[config.mk]
export PLATFORM = sky130hd
export DESIGN_NAME = perf_counter_bank_flat
export DESIGN_NICKNAME = d
export VERILOG_FILES = /design/src/rtl/perf_counter_bank_if.sv /design/src/rtl/perf_counter_bank.sv /design/src/flat_wrapper.sv
export SDC_FILE = /design/constraint.sdc
export NUM_CORES = 1
export LEC_CHECK = 0
export BUFFER_PORTS_ARGS = -buffer_cell sky130_fd_sc_hd__buf_2
export CAP_MARGIN = 20
export CORE_ASPECT_RATIO = 0.7
export CORE_MARGIN = 2
export CORE_UTILIZATION = 31
export CTS_CLUSTER_SIZE = 40
export DETAILED_ROUTE_END_ITERATION = 7
export GPL_TIMING_DRIVEN = 0
export PLACE_DENSITY_LB_ADDON = 0.2
export SLEW_MARGIN = 5
export SYNTH_ARGS = -nofsm -noshare
export SYNTH_HDL_FRONTEND = slang
export SYNTH_SLANG_ARGS = --single-unit
[constraint.sdc]
create_clock -name clk -period 9.8 [get_ports clk]
set_clock_uncertainty 0.1 [all_clocks]
set_input_delay 0.49 -clock clk [delete_from_list [all_inputs] [get_ports clk]]
set_output_delay 0.49 -clock clk [all_outputs]
set_load 0.05 [all_outputs]
[src/rtl/perf_counter_bank_if.sv]
// -----------------------------------------------------------------------------
// perf_counter_bank_if
// Bundles the control, event and readout signals of perf_counter_bank.
//
//   count_en  : start counting (sampled in IDLE)
//   event_in  : one-cycle event pulses, one bit per channel
//   halt      : processor halt, freezes the bank
//   clear     : synchronous clear of counters, flags and state
//   rd_req    : readout request
//   rd_sel    : readout select (channels, then cycle counter)
//   rd_valid  : one-cycle readout strobe
//   rd_data   : selected counter value
//   rd_err    : rd_sel out of range, qualifies rd_valid
//   ovf       : sticky overflow flags, MSB = cycle counter
//   state     : IDLE=0, RUN=1, HALTED=2, TIMEOUT=3
//
// master drives the requests (system / bench side), slave is the counter bank.
// -----------------------------------------------------------------------------
interface perf_counter_bank_if #(
    parameter int NUM_EVENTS = 6,
    parameter int CNT_WIDTH  = 32
);
    logic                  count_en;
    logic [NUM_EVENTS-1:0] event_in;
    logic                  halt;
    logic                  clear;
    logic                  rd_req;
    logic [4:0]            rd_sel;
    logic                  rd_valid;
    logic [CNT_WIDTH-1:0]  rd_data;
    logic                  rd_err;
    logic [NUM_EVENTS:0]   ovf;
    logic [1:0]            state;

    modport master (
        output count_en, event_in, halt, clear, rd_req, rd_sel,
        input  rd_valid, rd_data, rd_err, ovf, state
    );

    modport slave (
        input  count_en, event_in, halt, clear, rd_req, rd_sel,
        output rd_valid, rd_data, rd_err, ovf, state
    );
endinterface

[src/rtl/perf_counter_bank.sv]
// -----------------------------------------------------------------------------
// perf_counter_bank
// Bank of NUM_EVENTS event counters plus one free-running cycle counter,
// sequenced by a small IDLE/RUN/HALTED/TIMEOUT state machine, with a
// registered single-cycle readout port.
//
// Ports:
//   clk  : clock, all state changes on the rising edge
//   rst  : asynchronous active-high reset
//   bus  : perf_counter_bank_if.slave (control, events, readout, flags, state)
//
// Parameters:
//   NUM_EVENTS     : number of event channels (1..16)
//   CNT_WIDTH      : width of every counter (8..32)
//   SATURATE       : 1 = counters stick at all-ones, 0 = counters wrap
//   TIMEOUT_CYCLES : cycle count at which RUN is forced into TIMEOUT
// -----------------------------------------------------------------------------
module perf_counter_bank #(
    parameter int NUM_EVENTS     = 6,
    parameter int CNT_WIDTH      = 32,
    parameter int SATURATE       = 1,
    parameter int TIMEOUT_CYCLES = 100000
) (
    input  logic               clk,
    input  logic               rst,
    perf_counter_bank_if.slave bus
);

    localparam int NUM_CNT = NUM_EVENTS + 1;
    // The cycle counter sits just above the event channels in select space.
    localparam int CYC_IDX = NUM_EVENTS;

    localparam logic [CNT_WIDTH-1:0] CNT_MAX = '1;
    localparam logic [4:0]           SEL_MAX = 5'(NUM_EVENTS);

    // A limit wider than the counter can never be matched, so timeout
    // detection is disabled outright instead of comparing truncated bits.
    localparam bit TMO_REACHABLE = ((64'(TIMEOUT_CYCLES) >> CNT_WIDTH) == 64'd0);
    localparam logic [CNT_WIDTH-1:0] TMO_VAL = CNT_WIDTH'(TIMEOUT_CYCLES);

    typedef enum logic [1:0] {
        ST_IDLE    = 2'd0,
        ST_RUN     = 2'd1,
        ST_HALTED  = 2'd2,
        ST_TIMEOUT = 2'd3
    } state_t;

    state_t r_state;
    state_t w_state_next;

    // Counting happens only in RUN, and a clear on the same edge wins.
    logic w_counting;

    // Flattened views of all counters: current values and next values.
    logic [NUM_CNT*CNT_WIDTH-1:0] w_cnt_flat;
    logic [NUM_CNT*CNT_WIDTH-1:0] w_next_flat;
    logic [NUM_CNT-1:0]           w_ovf;

    logic                 w_cyc_hit;
    logic                 w_sel_err;
    logic [CNT_WIDTH-1:0] w_rd_mux;

    logic                 r_rd_valid;
    logic [CNT_WIDTH-1:0] r_rd_data;
    logic                 r_rd_err;

    assign w_counting = (r_state == ST_RUN) && !bus.clear;

    // -------------------------------------------------------------------------
    // Counter channels. Channel CYC_IDX is the cycle counter, incremented on
    // every counting edge; the others follow their event_in bit.
    // -------------------------------------------------------------------------
    genvar gi;
    generate
        for (gi = 0; gi < NUM_CNT; gi++) begin : g_ch
            logic [CNT_WIDTH-1:0] r_cnt;
            logic                 r_ovf;
            logic                 w_inc;
            logic [CNT_WIDTH-1:0] w_cnt_next;
            logic                 w_ovf_next;

            if (gi == CYC_IDX) begin : g_src_cyc
                assign w_inc = w_counting;
            end else begin : g_src_evt
                assign w_inc = w_counting & bus.event_in[gi];
            end

            always_comb begin
                w_cnt_next = r_cnt;
                w_ovf_next = r_ovf;
                if (bus.clear) begin
                    w_cnt_next = '0;
                    w_ovf_next = 1'b0;
                end else if (w_inc) begin
                    if (r_cnt == CNT_MAX) begin
                        // Overflow is flagged in both modes; only the
                        // resulting count differs.
                        w_ovf_next = 1'b1;
                        w_cnt_next = (SATURATE != 0) ? CNT_MAX : '0;
                    end else begin
                        w_cnt_next = r_cnt + CNT_WIDTH'(1);
                    end
                end
            end

            always_ff @(posedge clk or posedge rst) begin
                if (rst) begin
                    r_cnt <= '0;
                    r_ovf <= 1'b0;
                end else begin
                    r_cnt <= w_cnt_next;
                    r_ovf <= w_ovf_next;
                end
            end

            assign w_cnt_flat[gi*CNT_WIDTH +: CNT_WIDTH]  = r_cnt;
            assign w_next_flat[gi*CNT_WIDTH +: CNT_WIDTH] = w_cnt_next;
            assign w_ovf[gi]                              = r_ovf;
        end
    endgenerate

    // Timeout compares the cycle counter's post-increment value, so the
    // edge that reaches the limit is still a counted edge.
    assign w_cyc_hit = TMO_REACHABLE &&
                       (w_next_flat[CYC_IDX*CNT_WIDTH +: CNT_WIDTH] == TMO_VAL);

    // -------------------------------------------------------------------------
    // State machine
    // -------------------------------------------------------------------------
    always_ff @(posedge clk or posedge rst) begin
        if (rst) begin
            r_state <= ST_IDLE;
        end else begin
            r_state <= w_state_next;
        end
    end

    always_comb begin
        w_state_next = r_state;
        if (bus.clear) begin
            w_state_next = ST_IDLE;
        end else begin
            case (r_state)
                ST_IDLE: begin
                    if (bus.count_en) begin
                        w_state_next = ST_RUN;
                    end
                end
                ST_RUN: begin
                    // halt takes priority over a coincident timeout.
                    if (bus.halt) begin
                        w_state_next = ST_HALTED;
                    end else if (w_cyc_hit) begin
                        w_state_next = ST_TIMEOUT;
                    end
                end
                default: begin
                    // HALTED and TIMEOUT are left only by clear or rst.
                    w_state_next = r_state;
                end
            endcase
        end
    end

    // -------------------------------------------------------------------------
    // Readout. The mux reads the current register values, so a read on an
    // edge returns the count before that edge's increment or clear.
    // -------------------------------------------------------------------------
    assign w_sel_err = (bus.rd_sel > SEL_MAX);

    always_comb begin
        w_rd_mux = '0;
        for (int i = 0; i < NUM_CNT; i++) begin
            if (bus.rd_sel == 5'(i)) begin
                w_rd_mux = w_cnt_flat[i*CNT_WIDTH +: CNT_WIDTH];
            end
        end
    end

    always_ff @(posedge clk or posedge rst) begin
        if (rst) begin
            r_rd_valid <= 1'b0;
            r_rd_data  <= '0;
            r_rd_err   <= 1'b0;
        end else begin
            r_rd_valid <= bus.rd_req;
            r_rd_data  <= bus.rd_req ? w_rd_mux : '0;
            r_rd_err   <= bus.rd_req & w_sel_err;
        end
    end

    assign bus.rd_valid = r_rd_valid;
    assign bus.rd_data  = r_rd_data;
    assign bus.rd_err   = r_rd_err;
    assign bus.ovf      = w_ovf;
    assign bus.state    = r_state;

endmodule

[src/flat_wrapper.sv]
// flat-port wrapper written by rule: the top's interface ports become plain ports
module perf_counter_bank_flat 
#(
    parameter int NUM_EVENTS     = 6,
    parameter int CNT_WIDTH      = 32,
    parameter int SATURATE       = 1,
    parameter int TIMEOUT_CYCLES = 100000
)
  (clk, rst, bus_count_en, bus_event_in, bus_halt, bus_clear, bus_rd_req, bus_rd_sel, bus_rd_valid, bus_rd_data, bus_rd_err, bus_ovf, bus_state);
  perf_counter_bank_if #(.NUM_EVENTS(NUM_EVENTS), .CNT_WIDTH(CNT_WIDTH)) bus_i ();
  input  logic clk;
  input  logic rst;
  input wire logic [$bits(bus_i.count_en)-1:0] bus_count_en;
  input wire logic [$bits(bus_i.event_in)-1:0] bus_event_in;
  input wire logic [$bits(bus_i.halt)-1:0] bus_halt;
  input wire logic [$bits(bus_i.clear)-1:0] bus_clear;
  input wire logic [$bits(bus_i.rd_req)-1:0] bus_rd_req;
  input wire logic [$bits(bus_i.rd_sel)-1:0] bus_rd_sel;
  output wire logic [$bits(bus_i.rd_valid)-1:0] bus_rd_valid;
  output wire logic [$bits(bus_i.rd_data)-1:0] bus_rd_data;
  output wire logic [$bits(bus_i.rd_err)-1:0] bus_rd_err;
  output wire logic [$bits(bus_i.ovf)-1:0] bus_ovf;
  output wire logic [$bits(bus_i.state)-1:0] bus_state;
  assign bus_i.count_en = bus_count_en;
  assign bus_i.event_in = bus_event_in;
  assign bus_i.halt = bus_halt;
  assign bus_i.clear = bus_clear;
  assign bus_i.rd_req = bus_rd_req;
  assign bus_i.rd_sel = bus_rd_sel;
  assign bus_rd_valid = bus_i.rd_valid;
  assign bus_rd_data = bus_i.rd_data;
  assign bus_rd_err = bus_i.rd_err;
  assign bus_ovf = bus_i.ovf;
  assign bus_state = bus_i.state;
  perf_counter_bank #(.NUM_EVENTS(NUM_EVENTS), .CNT_WIDTH(CNT_WIDTH), .SATURATE(SATURATE), .TIMEOUT_CYCLES(TIMEOUT_CYCLES)) u_core (.clk(clk), .rst(rst), .bus(bus_i));
endmodule
==> results.md <==
* CTS tree: yes
* Min cycle time layout at between 3000 and 4000 ps
* Drt wl/cell at ~24 um
* Cells after synthesis at around 1600
* Met3 wire len at 5750 um
* Layout cells sized above 1 at between 10% and 20%
* Via count at between 10000 and 15000
* Max VDD drop at between 0.0001 and 0.00015 V
* # resized after CTS at 0
* Startpoint Class: input port
* DRC Markers at 0
* Clock Tree Root: clkbuf_16
* Initial DRC Count at about 1700
* CP Capture Type: register
* Cells on Worst Hold Path at 3
* First-pass GRT wire length at 83600 um
* I/O pins at 60
* Mapped Area at around 15000 um^2
* Placer Congestion at 0.953
* Initial antenna violation count at 2
* Die Width at roughly 260 um
* Worst Reg-to-Reg Cells at 9
* Pleak at between 6 and 7 nW
* Top-count cell post-synth: dfrtp_1
* Avg Cell Area, Syn at ~9.1 um^2
* Top layer in use: met4
* Vias in the first global route at between 10000 and 15000
* Yosys warning total at 0
* Drt total wl at ~56000 um
* PwrDens at between 100 and 150 nW/um^2
* Routed wl met2 at around 21000 um
* Layout Cells excl Fill at ~2300
* Synthesized flop and latch total at 267
* IO Port Bufs at 57
* Netlist cell types at 70
* Hold Path Origin: bus_count_en
* Syn Nets at 1623
* R2R setup slack at 6120 ps
* Hold Crit Class: input port to register
* Fmax at 266 MHz
* # placed instances at around 2300
* Design area at about 17000 um^2
* Cell Area, Placed at ~16000 um^2
* Commonest cells in the netlist: 267 x dfrtp_1, 186 x nand2_1, 135 x nand3_1
* CP Data Arrival Time at 4060 ps
* Die Y at 185 um
* Cell Rows at 66
* Overall Global Routing Usage at between 20% and 30%
* M1 WL at 27800 um
* Largest net degree at the start of global routing at roughly 100
* Top cells by area, synth: dfrtp_1 46%, nand2_1 4.8%, nand3_1 4.6%
* CTS Sinks at 267
* Initial Utilization at approximately a third
* Worst endpoint required time at 10100 ps
* Synth area leader: dfrtp_1
* Worst-path clk slew at ~60 ps
* Worst Tran Pin Value at 1180 ps
* Final Cycle Share at between 30% and 40%
* CTS Buffer Depth at 3
* Max_slew headroom at between 20% and 30%
* HPWL Detailed at 42100 um
* Hold EP: u_core.bus.state[0]
* Diodes inserted at 0
* Setup_tns at 0 ps
* Post-synth EDFFs at 0
* Core box area at around 46000 um^2
* Final setup fails at 0
* Final hold vios at 0
* Die area at 48800 um^2
* Reported max-cap violation count at 0
* Fin util at between 30% and 40%
* Crit path kind: input port to register
* Share of Yosys cell area claimed by the top area cell type at 45.8%
* Clk Latency, worst-skew pair at approximately 600 ps
* RSZ-0062 raised after global routing: false
* H-Tree Depth at 1
* Pre-antenna DRT Iters at 8
* Synthesis-to-layout area growth at 15.2%
* Grt ovf at 0
* Hold Buf Count CTS at 2
* Max-slew violations at 0
* Setup bufs post-CTS at 0
* Crit Path Max Fanout at 10
* Main synth FF type: dfrtp_1
* Hold WS at approximately 62 ps
* Outcome: finished, final reports clean
* Total CTS buffers at 30
* Via-per-instance ratio at 5.83
* R2R Path Start: u_core.bus.state[1]
* Net count, final at around 1700
* End of the worst register-to-register path: u_core.g_ch[3].r_cnt[22]
* Final ANT Viol Nets at 0
* Ys async rst share at 100%
* Seq/Total Area, Yosys at a little under half
[worst max path at each step]
stage	startpoint	endpoint	slack, ps	cells past startpoint
after detailed placement	bus_clear	u_core.bus.state[0]	5630	6
after floorplan	rst	u_core.bus.rd_data[0]	1860	1
after global placement	rst	u_core.g_ch[3].r_ovf	-1820	2
after global routing	u_core.bus.state[0]	u_core.g_ch[5].r_cnt[21]	5940	10
final	bus_clear	u_core.bus.state[0]	6040	6
after CTS	u_core.bus.state[1]	u_core.g_ch[0].r_cnt[25]	6180	9
[cell type report]
| cell class | instances | area (um^2) |
|---|---|---|
| fillers | 4826 | 29600 |
| multi-input cells | 1176 | 7270 |
| flip-flops and latches | 267 | 6680 |
| clock buffers | 47 | 926 |
| well taps | 612 | 766 |
| plain buffers | 119 | 502 |
| repair buffers | 64 | 382 |
| inverters | 37 | 146 |
| clock inverters | 9 | 123 |
[stage by stage]
step           power [mW]  setup slack, ps
2_1_floorplan        1.19             1860
3_3_place_gp         1.24            -1820
3_5_place_dp         1.25             5630
4_1_cts              2.46             6180
5_1_grt              2.52             5940
6_report             2.44             6040
[layer usage]
layer | GRT usage, % | up-vias
li1 | - | 6105
met1 | 37.0 | 6766
met2 | 29.5 | 647
met3 | 5.48 | 79
met4 | 5.58 | 0
met5 | 0 | -
[where the power goes]
group	internal (mW)	leakage [nW]	switching [mW]	total (mW)
Combinational	0.0218	2.63	0.0944	0.116
Clock	0.723	0.517	0.490	1.21
Sequential	1.11	3.72	0.00613	1.11
Total	1.85	6.87	0.591	2.44
[registers in the layout, summed over array words and instances, names as in the netlist]
register             flops
u_core.bus.state         2
u_core.bus.rd_err        1
u_core.bus.rd_data      32
u_core.bus.rd_valid      1
u_core.g_ch.r_ovf        7
u_core.g_ch.r_cnt      224
[layout by cell type, fill, tap and decap left out, types with 16 or more instances in the layout]
cell type,count
nor2_1,100
dfrtp_1,267
clkbuf_1,102
buf_2,67
xor2_1,63
nand2_1,186
inv_1,35
mux2_2,32
and4_1,23
a222oi_1,26
nor3_1,34
a31oi_1,28
o21ai_0,99
mux2i_1,16
nand3_1,135
nand4_1,62
clkbuf_16,31
a21oi_1,52
nor4_1,17
o211ai_1,41
xnor2_1,47
a22oi_1,66
and3_1,34
[cells by family (layout without fill, tap and decap cells)]
| kind of cell | count (synthesis) | in the layout | synth area share, % |
|---|---|---|---|
| adders and majority gates | 7 | 7 | 0.601 |
| AOI/OAI and AO/OA | 360 | 360 | 16.5 |
| muxes | 48 | 48 | 3.57 |
| xor gates and xnor gates | 110 | 110 | 6.61 |
| buffers and inverters | 156 | 276 | 4.39 |
| DFF | 267 | 267 | 45.8 |
| and+or+nand+nor | 651 | 651 | 22.5 |
[worst max-delay path, stage by stage]
cell	delay, ps
buf_2	190
clkbuf_1	820
buf_2	570
clkbuf_1	920
clkbuf_1	940
a21oi_1	90
Note: power is estimated with default switching activity, not from simulation.
